## src/rtl/alu_pipe.sv

```systemverilog
// Registered ALU with valid/ready handshakes, full flag set and a multi-cycle
// shift-add multiplier; one operation in flight at a time.
module alu_pipe #(
  parameter int WIDTH = 8,
  parameter int SHW   = $clog2(WIDTH)
) (
  input  logic             clk,
  input  logic             rst_n,
  input  logic             in_valid,
  output logic             in_ready,
  input  logic [WIDTH-1:0] a,
  input  logic [WIDTH-1:0] b,
  input  logic [3:0]       sel,
  output logic             out_valid,
  input  logic             out_ready,
  output logic [WIDTH-1:0] result,
  output logic             carry,
  output logic             zero,
  output logic             neg,
  output logic             ovf,
  output logic             busy
);

  localparam int CW = $clog2(WIDTH + 1);

  localparam logic [3:0] OP_ADD = 4'd0;
  localparam logic [3:0] OP_SUB = 4'd1;
  localparam logic [3:0] OP_AND = 4'd2;
  localparam logic [3:0] OP_OR  = 4'd3;
  localparam logic [3:0] OP_XOR = 4'd4;
  localparam logic [3:0] OP_NOT = 4'd5;
  localparam logic [3:0] OP_PSB = 4'd6;
  localparam logic [3:0] OP_PSA = 4'd7;
  localparam logic [3:0] OP_ADC = 4'd8;
  localparam logic [3:0] OP_SBB = 4'd9;
  localparam logic [3:0] OP_SHL = 4'd10;
  localparam logic [3:0] OP_SHR = 4'd11;
  localparam logic [3:0] OP_MUL = 4'd12;

  typedef enum logic {ST_IDLE, ST_MUL} state_t;

  state_t state, state_next;

  logic               cflag;
  logic [CW-1:0]      cnt;
  logic [2*WIDTH-1:0] acc;
  logic [2*WIDTH-1:0] mcand;
  logic [WIDTH-1:0]   mplier;

  logic               can_load, accept, mul_start, ld_single, ld_mul, ld_any, upd_cflag;
  logic [SHW-1:0]     amt;
  logic               cin, bin;
  logic [WIDTH:0]     sum, diff, shl_w, shr_w;
  logic [WIDTH-1:0]   op_res, new_res;
  logic               op_c, op_v, op_cupd, new_c, new_v;

  // Signed overflow from operand/result sign bits; subtract passes b inverted.
  function automatic logic ovf_flag(input logic a_msb, input logic b_msb, input logic r_msb);
    return (a_msb == b_msb) && (r_msb != a_msb);
  endfunction

  assign can_load  = !out_valid || out_ready;
  assign in_ready  = (state == ST_IDLE) && can_load;
  assign accept    = in_valid && in_ready;
  assign mul_start = accept && (sel == OP_MUL);
  assign ld_single = accept && (sel != OP_MUL);
  assign ld_mul    = (state == ST_MUL) && (cnt == CW'(WIDTH)) && can_load;
  assign ld_any    = ld_single || ld_mul;
  assign busy      = (state == ST_MUL);

  assign amt   = b[SHW-1:0];
  assign cin   = (sel == OP_ADC) ? cflag : 1'b0;
  assign bin   = (sel == OP_SBB) ? cflag : 1'b0;
  assign sum   = {1'b0, a} + {1'b0, b} + {{WIDTH{1'b0}}, cin};
  assign diff  = {1'b0, a} - {1'b0, b} - {{WIDTH{1'b0}}, bin};
  // The extra bit catches the last bit shifted out; it stays 0 for amt==0.
  assign shl_w = {1'b0, a} << amt;
  assign shr_w = {a, 1'b0} >> amt;

  always_comb begin
    op_res  = '0;
    op_c    = 1'b0;
    op_v    = 1'b0;
    op_cupd = 1'b0;
    case (sel)
      OP_ADD, OP_ADC: begin
        op_res  = sum[WIDTH-1:0];
        op_c    = sum[WIDTH];
        op_v    = ovf_flag(a[WIDTH-1], b[WIDTH-1], sum[WIDTH-1]);
        op_cupd = 1'b1;
      end
      OP_SUB, OP_SBB: begin
        op_res  = diff[WIDTH-1:0];
        op_c    = diff[WIDTH];
        op_v    = ovf_flag(a[WIDTH-1], ~b[WIDTH-1], diff[WIDTH-1]);
        op_cupd = 1'b1;
      end
      OP_AND: op_res = a & b;
      OP_OR:  op_res = a | b;
      OP_XOR: op_res = a ^ b;
      OP_NOT: op_res = ~a;
      OP_PSB: op_res = b;
      OP_PSA: op_res = a;
      OP_SHL: begin
        op_res  = shl_w[WIDTH-1:0];
        op_c    = shl_w[WIDTH];
        op_cupd = 1'b1;
      end
      OP_SHR: begin
        op_res  = shr_w[WIDTH:1];
        op_c    = shr_w[0];
        op_cupd = 1'b1;
      end
      default: ;
    endcase
  end

  assign new_res   = ld_mul ? acc[WIDTH-1:0] : op_res;
  assign new_c     = ld_mul ? |acc[2*WIDTH-1:WIDTH] : op_c;
  assign new_v     = ld_mul ? 1'b0 : op_v;
  assign upd_cflag = ld_mul || (ld_single && op_cupd);

  always_comb begin
    state_next = state;
    case (state)
      ST_IDLE: if (mul_start) state_next = ST_MUL;
      ST_MUL:  if (ld_mul)    state_next = ST_IDLE;
      default: state_next = ST_IDLE;
    endcase
  end

  // Control and output register stage
  always_ff @(posedge clk or negedge rst_n) begin
    if (!rst_n) begin
      state     <= ST_IDLE;
      cnt       <= '0;
      out_valid <= 1'b0;
      result    <= '0;
      carry     <= 1'b0;
      zero      <= 1'b0;
      neg       <= 1'b0;
      ovf       <= 1'b0;
      cflag     <= 1'b0;
    end else begin
      state <= state_next;
      if (mul_start)
        cnt <= '0;
      else if ((state == ST_MUL) && (cnt < CW'(WIDTH)))
        cnt <= cnt + CW'(1);
      if (ld_any) begin
        result    <= new_res;
        carry     <= new_c;
        zero      <= (new_res == '0);
        neg       <= new_res[WIDTH-1];
        ovf       <= new_v;
        out_valid <= 1'b1;
        if (upd_cflag) cflag <= new_c;
      end else if (out_ready) begin
        out_valid <= 1'b0;
      end
    end
  end

  // Shift-add multiplier datapath; the step after the last one only loads the result
  always_ff @(posedge clk) begin
    if (mul_start) begin
      mcand  <= {{WIDTH{1'b0}}, a};
      mplier <= b;
      acc    <= '0;
    end else if ((state == ST_MUL) && (cnt < CW'(WIDTH))) begin
      if (mplier[0]) acc <= acc + mcand;
      mcand  <= mcand << 1;
      mplier <= mplier >> 1;
    end
  end

endmodule
```

## config.mk

```make
export PLATFORM = sky130hd
export DESIGN_NAME = alu_pipe
export DESIGN_NICKNAME = d
export VERILOG_FILES = /design/src/rtl/alu_pipe.sv
export SDC_FILE = /design/constraint.sdc
export NUM_CORES = 1
export LEC_CHECK = 0
export CORE_ASPECT_RATIO = 1.5
export CORE_MARGIN = 3
export CORE_UTILIZATION = 55
export DETAILED_ROUTE_END_ITERATION = 10
export GPL_TIMING_DRIVEN = 1
export PLACE_DENSITY_LB_ADDON = 0.08
export SYNTH_ARGS = -nofsm -noshare
export SYNTH_HDL_FRONTEND = slang
export SYNTH_SLANG_ARGS = --single-unit
```

## constraint.sdc

```tcl
create_clock -name clk -period 5.45 [get_ports clk]
set_input_delay 0.545 -clock clk [delete_from_list [all_inputs] [get_ports clk]]
set_output_delay 0.545 -clock clk [all_outputs]
set_load 0.01 [all_outputs]
```

; ---- Yosys cells after proc, flatten, opt, wreduce, memory -nomap -nowiden
; Index checks and enable logic that the tools add are counted.
; Widths: inputs -> output; s select.
[op_classes]
addsub = 6
magnitude_cmp = 1
n_eq_ne = 18
shifts = 2
muxes = 20
n_bitwise = 6
reduce_logical = 24
[ops]
columns = op, n
row1 = $pmux 8 s10, 1
row2 = $mux 8, 5
row3 = $eq 4x4->1 const B, 6
row4 = $add 16x16->16, 1
row5 = $eq 4x3->1 const B, 4
row6 = $logic_and 1x1->1, 10
row7 = $add 8x8->9, 1
row8 = $add 9x1->9, 1
row9 = $mux 1, 9
row10 = $shl 8x3->9, 1
row11 = $shr 9x3->9, 1
row12 = $sub 8x8->9, 1
row13 = $sub 9x1->9, 1
row14 = $and 8x8->8, 1
row15 = $eq 4x2->1 const B, 2
row16 = $logic_not 8->1, 1
row17 = $mux 4, 2
row18 = $not 8->8, 1
row19 = $or 8x8->8, 1
row20 = $reduce_or 8->1, 1
row21 = $xor 8x8->8, 1
row22 = $reduce_or 6->1, 1
row23 = $add 4x1->4 const B, 1
row24 = $eq 4x1->1 const B, 1
row25 = other kinds (13), 22
[totals]
register_bits = 59
input_bits = 24
output_inout_bits = 15
wordCells = 90

; ---- Depth between registers and ports, before layout
; Gate-level depths: netlist (run 1).
[depth]
ltp_word = 8
depth_mapped = 16

; ---- Least setup slack after synthesis (run 1)
; OpenSTA, ideal clock, no wires.
[synth_path]
path_type = input-to-reg
startpoint = in sel[2]
endpoint = reg zero
t_arrival_ns = 3.376
t_required_ns = 5.382
setup_slack_ns = 2.006
stages = 14
cell_sequence = buf_2 > buf_2 > buf_2 > nor2_1 > nand4b_1 > fa_1 > fa_1 > o21ai_1 > a211oi_1 > xor2_1 > a221oi_2 > o221ai_2 > nor4_2 > a32o_1
[synth_via]
elab_chain_len = 6
word_cells_on_any_way = 24
classes_between = 2 x add/sub / 12 x eq/ne / 4 x mux / 6 x reduce/logical
[synth_lines]
columns = element, line
row1 = "start, declared", 13  ; input logic [3:0] sel,
row2 = $eq 4x4->1 (on tied branches), "73, 85, 72"
row3 = $mux 1 (on tied branches), "73, 72"
row4 = $sub 9x1->9 or $add 9x1->9 (tied branches), "75, 74"
row5 = $pmux 8 s10, 85  ; case (sel)
row6 = $mux 8, 118  ; assign new_res = ld_mul ? acc[WIDTH-1:0] : op_res;
row7 = $logic_not 8->1, 153  ; zero <= (new_res == '0);
row8 = "end signal, assigned", 153
row9 = "end, declared", 18  ; output logic zero,
; Parallel ways exist; a longest one is shown, timed or not.
; A chain may end at the register's enable or synchronous reset.

; ---- Final worst setup path (run 1)
[layout_path]
startpoint = in sel[1]
endpoint = reg zero
; Same word-level chain as after synthesis.

==> impl_metrics.toml, run 1 <==
[setup_path]
r2r_slack_ns = 2.40
startpoint = "sel[1]"
cp-end-kind = "flip-flop"
timing.rr.start = "cflag"
cp-endpoint = "zero"
crit_type = "primary input to flip-flop"
rr_worst_depth = 11
timing.rr.end = "zero"
required_ns = 5.71
worstPathMaxFanout = 21
cp-start-kind = "primary input"
cp.arrival_ns = 4.28

[synthesis]
synthDominantCellAreaShare_pct = 11.3
yosys.cell_types.count = 79
synth_xor_area_share_pct = 3.64
synthAdderAreaFrac_pct = 13.2
synthTopCellsByCount = "76 x nand2_1, 59 x a21oi_1, 48 x ha_1"
syn_area_um2 = 5290
syn-num-nets = 703
synthArstFlopShare_pct = 31.0
yosysWarnings = 0
netlist_instances = 626
synth_edf_count = 16
synthMuxAreaShare_pct = 9.19
synth-simple-area-share_pct = 20.4
synth_top_area_cell = "ha_1"
ys_ff_latch = 58
synthFlopType = "dfxtp_1"
synth.area.top_cells = "ha_1 11%, dfxtp_1 9.1%, edfxtp_1 9.1%"
synth_compound_area_share_pct = 21.2
avgSynthCellArea_um2 = 8.46
synth.most_common_cell = "nand2_1"
ys_seq_area_share_pct = 26.7
synth_top_family_by_area = "compound AO/OA/AOI/OAI gates"

[timing]
rsz0062_at_grt = "false"
clock_skew_ns = 0.00457
setup_viol_count_final = 0
final_max_slew_viol_count = 0
holdWs_ns = 0.478
fin_crit_sh_pct = 73.8
fmax_mhz = 249
worst_slew_pin_slew_ns = 0.881
post-route-min-period_ns = 4.02
fin_tns_setup_ns = 0
relSlewSlack_pct = 41.1
hold_viol = 0

[route]
wl_met3_um = 693
drtPass1Iterations = 6
ant_nets = 0
via_count = 4999
routedWlPerCell_um = 21.2
wl_met2_um = 8460
drc = 0
wl_met1_um = 6190
routed_via_density = 6.49
routed.top_layer = "met4"
drtIter0Drc = 333
wirelength_um = 16300

[grt]
grt_pass1_wl_um = 25900
grt_use_total_pct = 30.6
grt_pass1_vias = 5054
grt_max_degree = 45
antenna_found_initial = 0
grt_overflow_total = 0

[pwr]
leakagePower_nw = 2.48
p_per_area_nw_per_um2 = 416
peakVddDrop_uv = 297

[clock_tree]
clk_pin_slew_ns = 0.05
clk-insertion-delay-late_ns = 0.33
post-cts-setup-buffer-count = 0
numCtsBuffers = 9
clock_sinks = 58
cts_root_buf = "clkbuf_16"
htreeDepth = 3
ctsResizeCount = 0
ctsLongestPathBuffers = 2
hold_buffers = 0
cts_tree = "done"

[floorplanning]
start_util_pct = 56.9
dieArea_um2 = 10900
ios = 39
die_h_um = 126
core_area_um2 = 9310
die_w_um = 86.1
num_rows = 43

[placement]
gp_congestion = 1.03
numPlacedInstances = 754
io_buffer_count = 38
place.detailed.hpwl_um = 12500

[cells_and_area]
antenna_cells = 0
area_delta_synth_final_pct = 13.7
utilization_pct = 64.7
drive_above_1_share_pct = 10.3
n_fill_cell = 829
layout.nets = 730
final_cells = 770

[outcome]
status = "finished, final reports clean"

[hold_path]
hp-class = "flip-flop to flip-flop"
hold_depth = 2

[job]
max_cap_viol_count = 0
cell usage in the layout, fill, tap and decap left out, types with 8 or more instances in the layout:
master / Yosys / routed
nor4_1: 8 / 8
xor2_1: 9 / 9
mux2i_1: 19 / 19
a31oi_1: 11 / 11
nor3_1: 16 / 16
nand2b_1: 12 / 12
nor2b_1: 11 / 11
clkbuf_16: 0 / 9
a21oi_1: 59 / 59
dfrtp_1: 18 / 18
nand3_1: 15 / 15
edfxtp_1: 16 / 16
a22oi_1: 8 / 8
dfxtp_1: 24 / 24
ha_1: 48 / 48
nor2_1: 46 / 46
inv_1: 33 / 33
o21ai_0: 14 / 14
nand2_1: 76 / 76
xnor2_1: 13 / 13
a211oi_1: 9 / 9
clkdlybuf4s50_1: 0 / 38
buf_4: 3 / 10
mux2_2: 17 / 17
worst min path at each step:
stage | from | to
floorplan | rst_n | busy
global placement | result[3] | result[3]
detailed placement | acc[10] | acc[10]
CTS | acc[10] | acc[10]
global route | acc[10] | acc[10]
finish | acc[10] | acc[10]
registers in the layout, indices dropped and copies added (netlist names):
signal	cells
acc	16
busy	1
carry	1
cflag	1
cnt	4
mcand	16
mplier	8
out_valid	1
ovf	1
result	8
zero	1
per-stage QoR:
stage          worst slack (ns)  area (um^2)  power, mW
6_report                   1.43         6020       2.50
5_1_grt                    1.22         6020       2.68
4_1_cts                    1.47         6020       2.50
3_5_place_dp               1.20         5730       1.94
3_3_place_gp               1.31         5730       1.90
2_1_floorplan              2.01         5290       1.56
layout make-up:
cell class / instances / area (um^2) / share of cell area [%]
flip-flops and latches: 58 / 1410 / 23.4
multi-input cells: 502 / 3590 / 59.7
clock buffers: 9 / 225 / 3.74
well taps: 112 / 140 / 2.33
inverters: 34 / 128 / 2.12
repair buffers: 48 / 455 / 7.56
clock inverters: 7 / 68.8 / 1.14
worst max-delay path: stages:
cell and delay, ns:
clkdlybuf4s50_1 0.77, nor2_1 0.36, nand3_1 0.14, fa_1 0.43, fa_1 0.41, nor2b_1 0.25
o21a_1 0.17, o21ai_1 0.08, a21boi_0 0.23, xnor2_1 0.18, o221ai_2 0.19, nor4_2 0.31
a32o_1 0.20
power breakdown:
group	internal [mW]	total, mW	switching (mW)
clock network	0.352	0.557	0.204
logic	0.521	1.17	0.650
registers	0.633	0.776	0.143
total	1.51	2.50	0.997
routing by layer:
metal | vias to the layer above | track usage [%]
li1 | 2331 | -
met1 | 2398 | 34.7
met2 | 204 | 52.9
met3 | 66 | 4.19
met4 | 0 | 19.0
met5 | - | 0
logic make-up (layout without fill, tap and decap cells):
group | count (synthesis) | in the layout
fa+ha+maj | 53 | 53
simple gates | 219 | 219
mux | 43 | 43
xor+xnor | 22 | 22
compound gates | 165 | 165
buf+inv | 66 | 98
flops | 58 | 58
Note: power is estimated with default switching activity, not from simulation.
==> run 2, diff against run 1 <==
==> constraint.sdc (replaced) <==
create_clock -name clk -period 4.04 [get_ports clk]
set_input_delay 0.404 -clock clk [delete_from_list [all_inputs] [get_ports clk]]
set_output_delay 0.404 -clock clk [all_outputs]
set_load 0.01 [all_outputs]
==> impl_metrics.toml, run 2 (synthesized netlist as in run 1, its figures left out) <==
[setup_path]
cpMostUsedCell = "fa_1"
cp-start-kind = "primary input"
worstPathMaxFanout = 10
crit_path_cell_trace = "clkdlybuf4s50_1 -> nor2_1 -> nand3_1 -> fa_1 -> fa_1 -> nor2b_1 -> o21a_1 -> o21ai_1 -> a21boi_0 -> xnor2_1 -> o221ai_2 -> nor4_2 -> a32o_1"
cp.arrival_ns = 3.72
required_ns = 4.30
crit_type = "primary input to flip-flop"
cp-end-kind = "flip-flop"
slowest_delay_ns = 0.60
startpoint = "sel[0]"
crit_slowest_cell = "clkdlybuf4s50_1"
timing.rr.start = "cflag"

[clock_tree]
clk-insertion-delay-late_ns = 0.33
clk_pin_slew_ns = 0.05
post-cts-setup-buffer-count = 0
hold_buffers = 0
cts_root_buf = "clkbuf_16"
ctsResizeCount = 0
numCtsBuffers = 9
htreeDepth = 3
clock_sinks = 58
cts_tree = "done"
ctsLongestPathBuffers = 2

[timing]
post-route-min-period_ns = 3.46
finalWorstSetupSlack_ns = 0.580
fmax_mhz = 289
rsz0062_at_grt = "false"
fin_tns_setup_ns = 0
relSlewSlack_pct = 43.3
clock_skew_ns = 0.00490
setup_viol_count_final = 0
fin_crit_sh_pct = 85.6
worst_slew_pin_slew_ns = 0.848
hold_viol = 0
final_max_slew_viol_count = 0

[route]
drtIter0Drc = 453
drtPass1Iterations = 5
routedWlPerCell_um = 22.6
routed_via_density = 6.62
drc = 0
via_count = 5216
wirelength_um = 17800
ant_nets = 0

[grt]
grt_overflow_total = 0
antenna_found_initial = 0
grt_pass1_vias = 5192
grt_pass1_wl_um = 28100
grt_max_degree = 36
grt_use_total_pct = 33.6

[floorplanning]
dieArea_um2 = 10900
die_w_um = 86.1
start_util_pct = 56.9
core_area_um2 = 9310
die_h_um = 126
num_rows = 43
ios = 39

[outcome]
status = "finished, final reports clean"

[pwr]
p_switching_mw = 1.38
p_int_mw = 2.14
peakVddDrop_uv = 534
leakagePower_nw = 2.59
p_clk_share_pct = 23.6
power_frac_comb_pct = 46.3
switching_share_pct = 39.2
p_per_area_nw_per_um2 = 567
pwr-share-seq_pct = 30.1

[placement]
pre_cts_ws_ns = 0.319
numPlacedInstances = 772
place.detailed.hpwl_um = 13500
io_buffer_count = 38
gp_congestion = 1.03

[cells_and_area]
layout.nets = 748
utilization_pct = 66.6
area_delta_synth_final_pct = 17.1
final_cells = 788
drive_above_1_share_pct = 12.6
final_common_cell = "nand2_1"
layout_common_cells = "76 x nand2_1, 59 x a21oi_1, 48 x ha_1"
top_regs = "acc x16, mcand x16"
antenna_cells = 0

[hold_path]
hp-class = "flip-flop to flip-flop"
hold_start = "mcand[14]"

[job]
max_cap_viol_count = 0
[run 2: cell types whose count changed in the layout (fill, tap and decap cells not counted), moves of 2 or more]
cell       before  now
clkinv_2        3    0
buf_4          10   28
clkbuf_8        0    2
clkinv_4        2    0
clkbuf_16       9   12
[run 2: critical path: cells and delay by family]
family	cells	cell delay [ns]
AOI/OAI and AO/OA	5	0.86
and+or+nand+nor	4	0.83
adders and majority gates	2	0.83
buffers and inverters	1	0.60
xor gates and xnor gates	1	0.19
[run 2: power groups by stage]
stage / clock [mW] / combinational, mW / sequential (mW)
after floorplan: 0 / 1.09 / 1.02
after global placement: 0 / 1.55 / 1.05
after detailed placement: 0 / 1.59 / 1.06
after CTS: 0.837 / 1.61 / 1.05
after global routing: 0.864 / 1.81 / 1.08
final: 0.830 / 1.63 / 1.06
[run 2: stage by stage]
| step | hold slack, ns | power (mW) | instance area, um^2 |
|---|---|---|---|
| 2_1_floorplan | 0.108 | 2.10 | 5290 |
| 5_1_grt | 0.495 | 3.75 | 6200 |
| 3_5_place_dp | 0.466 | 2.65 | 5860 |
| 3_3_place_gp | 0.458 | 2.60 | 5860 |
| 6_report | 0.473 | 3.51 | 6200 |
| 4_1_cts | 0.473 | 3.50 | 6200 |
[run 2: area by class of cell]
cell class / count / area, um^2
multi-input combinational: 502 / 3590
fill: 820 / 3110
sequential: 58 / 1410
timing repair buffer: 66 / 591
clock buffer: 15 / 332
tap: 112 / 140
inverter: 34 / 128
clock inverter: 1 / 7.51
[run 2: worst paths after layout]
check                            end  slack (ns)  cells after the start
hold / removal             mcand[15]        0.47                      2
hold reg to reg            mcand[15]        0.47                      2
setup / recovery                zero        0.58                     13
setup reg to reg                zero        1.04                     12
min in group asynchronous  result[3]        0.56                      1
max in group asynchronous     cnt[1]        2.95                      1
[run 2: metal layers]
metal,global-route usage (%),wire length [um],part of all wire [%],vias to the layer above
li1,-,-,-,2378
met1,37.2,6560,37,2510
met5,0,0,0,-
met4,20.7,1210,6.8,0
met3,6.28,1030,5.8,85
met2,58.3,9040,51,243
==> run 3, diff against run 2 <==
--- a/config.mk
+++ b/config.mk
@@ -11,6 +11,8 @@
 export DETAILED_ROUTE_END_ITERATION = 10
 export GPL_TIMING_DRIVEN = 1
 export PLACE_DENSITY_LB_ADDON = 0.08
+export SLEW_MARGIN = 20
 export SYNTH_ARGS = -nofsm -noshare
 export SYNTH_HDL_FRONTEND = slang
 export SYNTH_SLANG_ARGS = --single-unit
+export TNS_END_PERCENT = 50
==> results of run 3 <==
No change in the layout: final DEF, timing and power equal those of run 2.
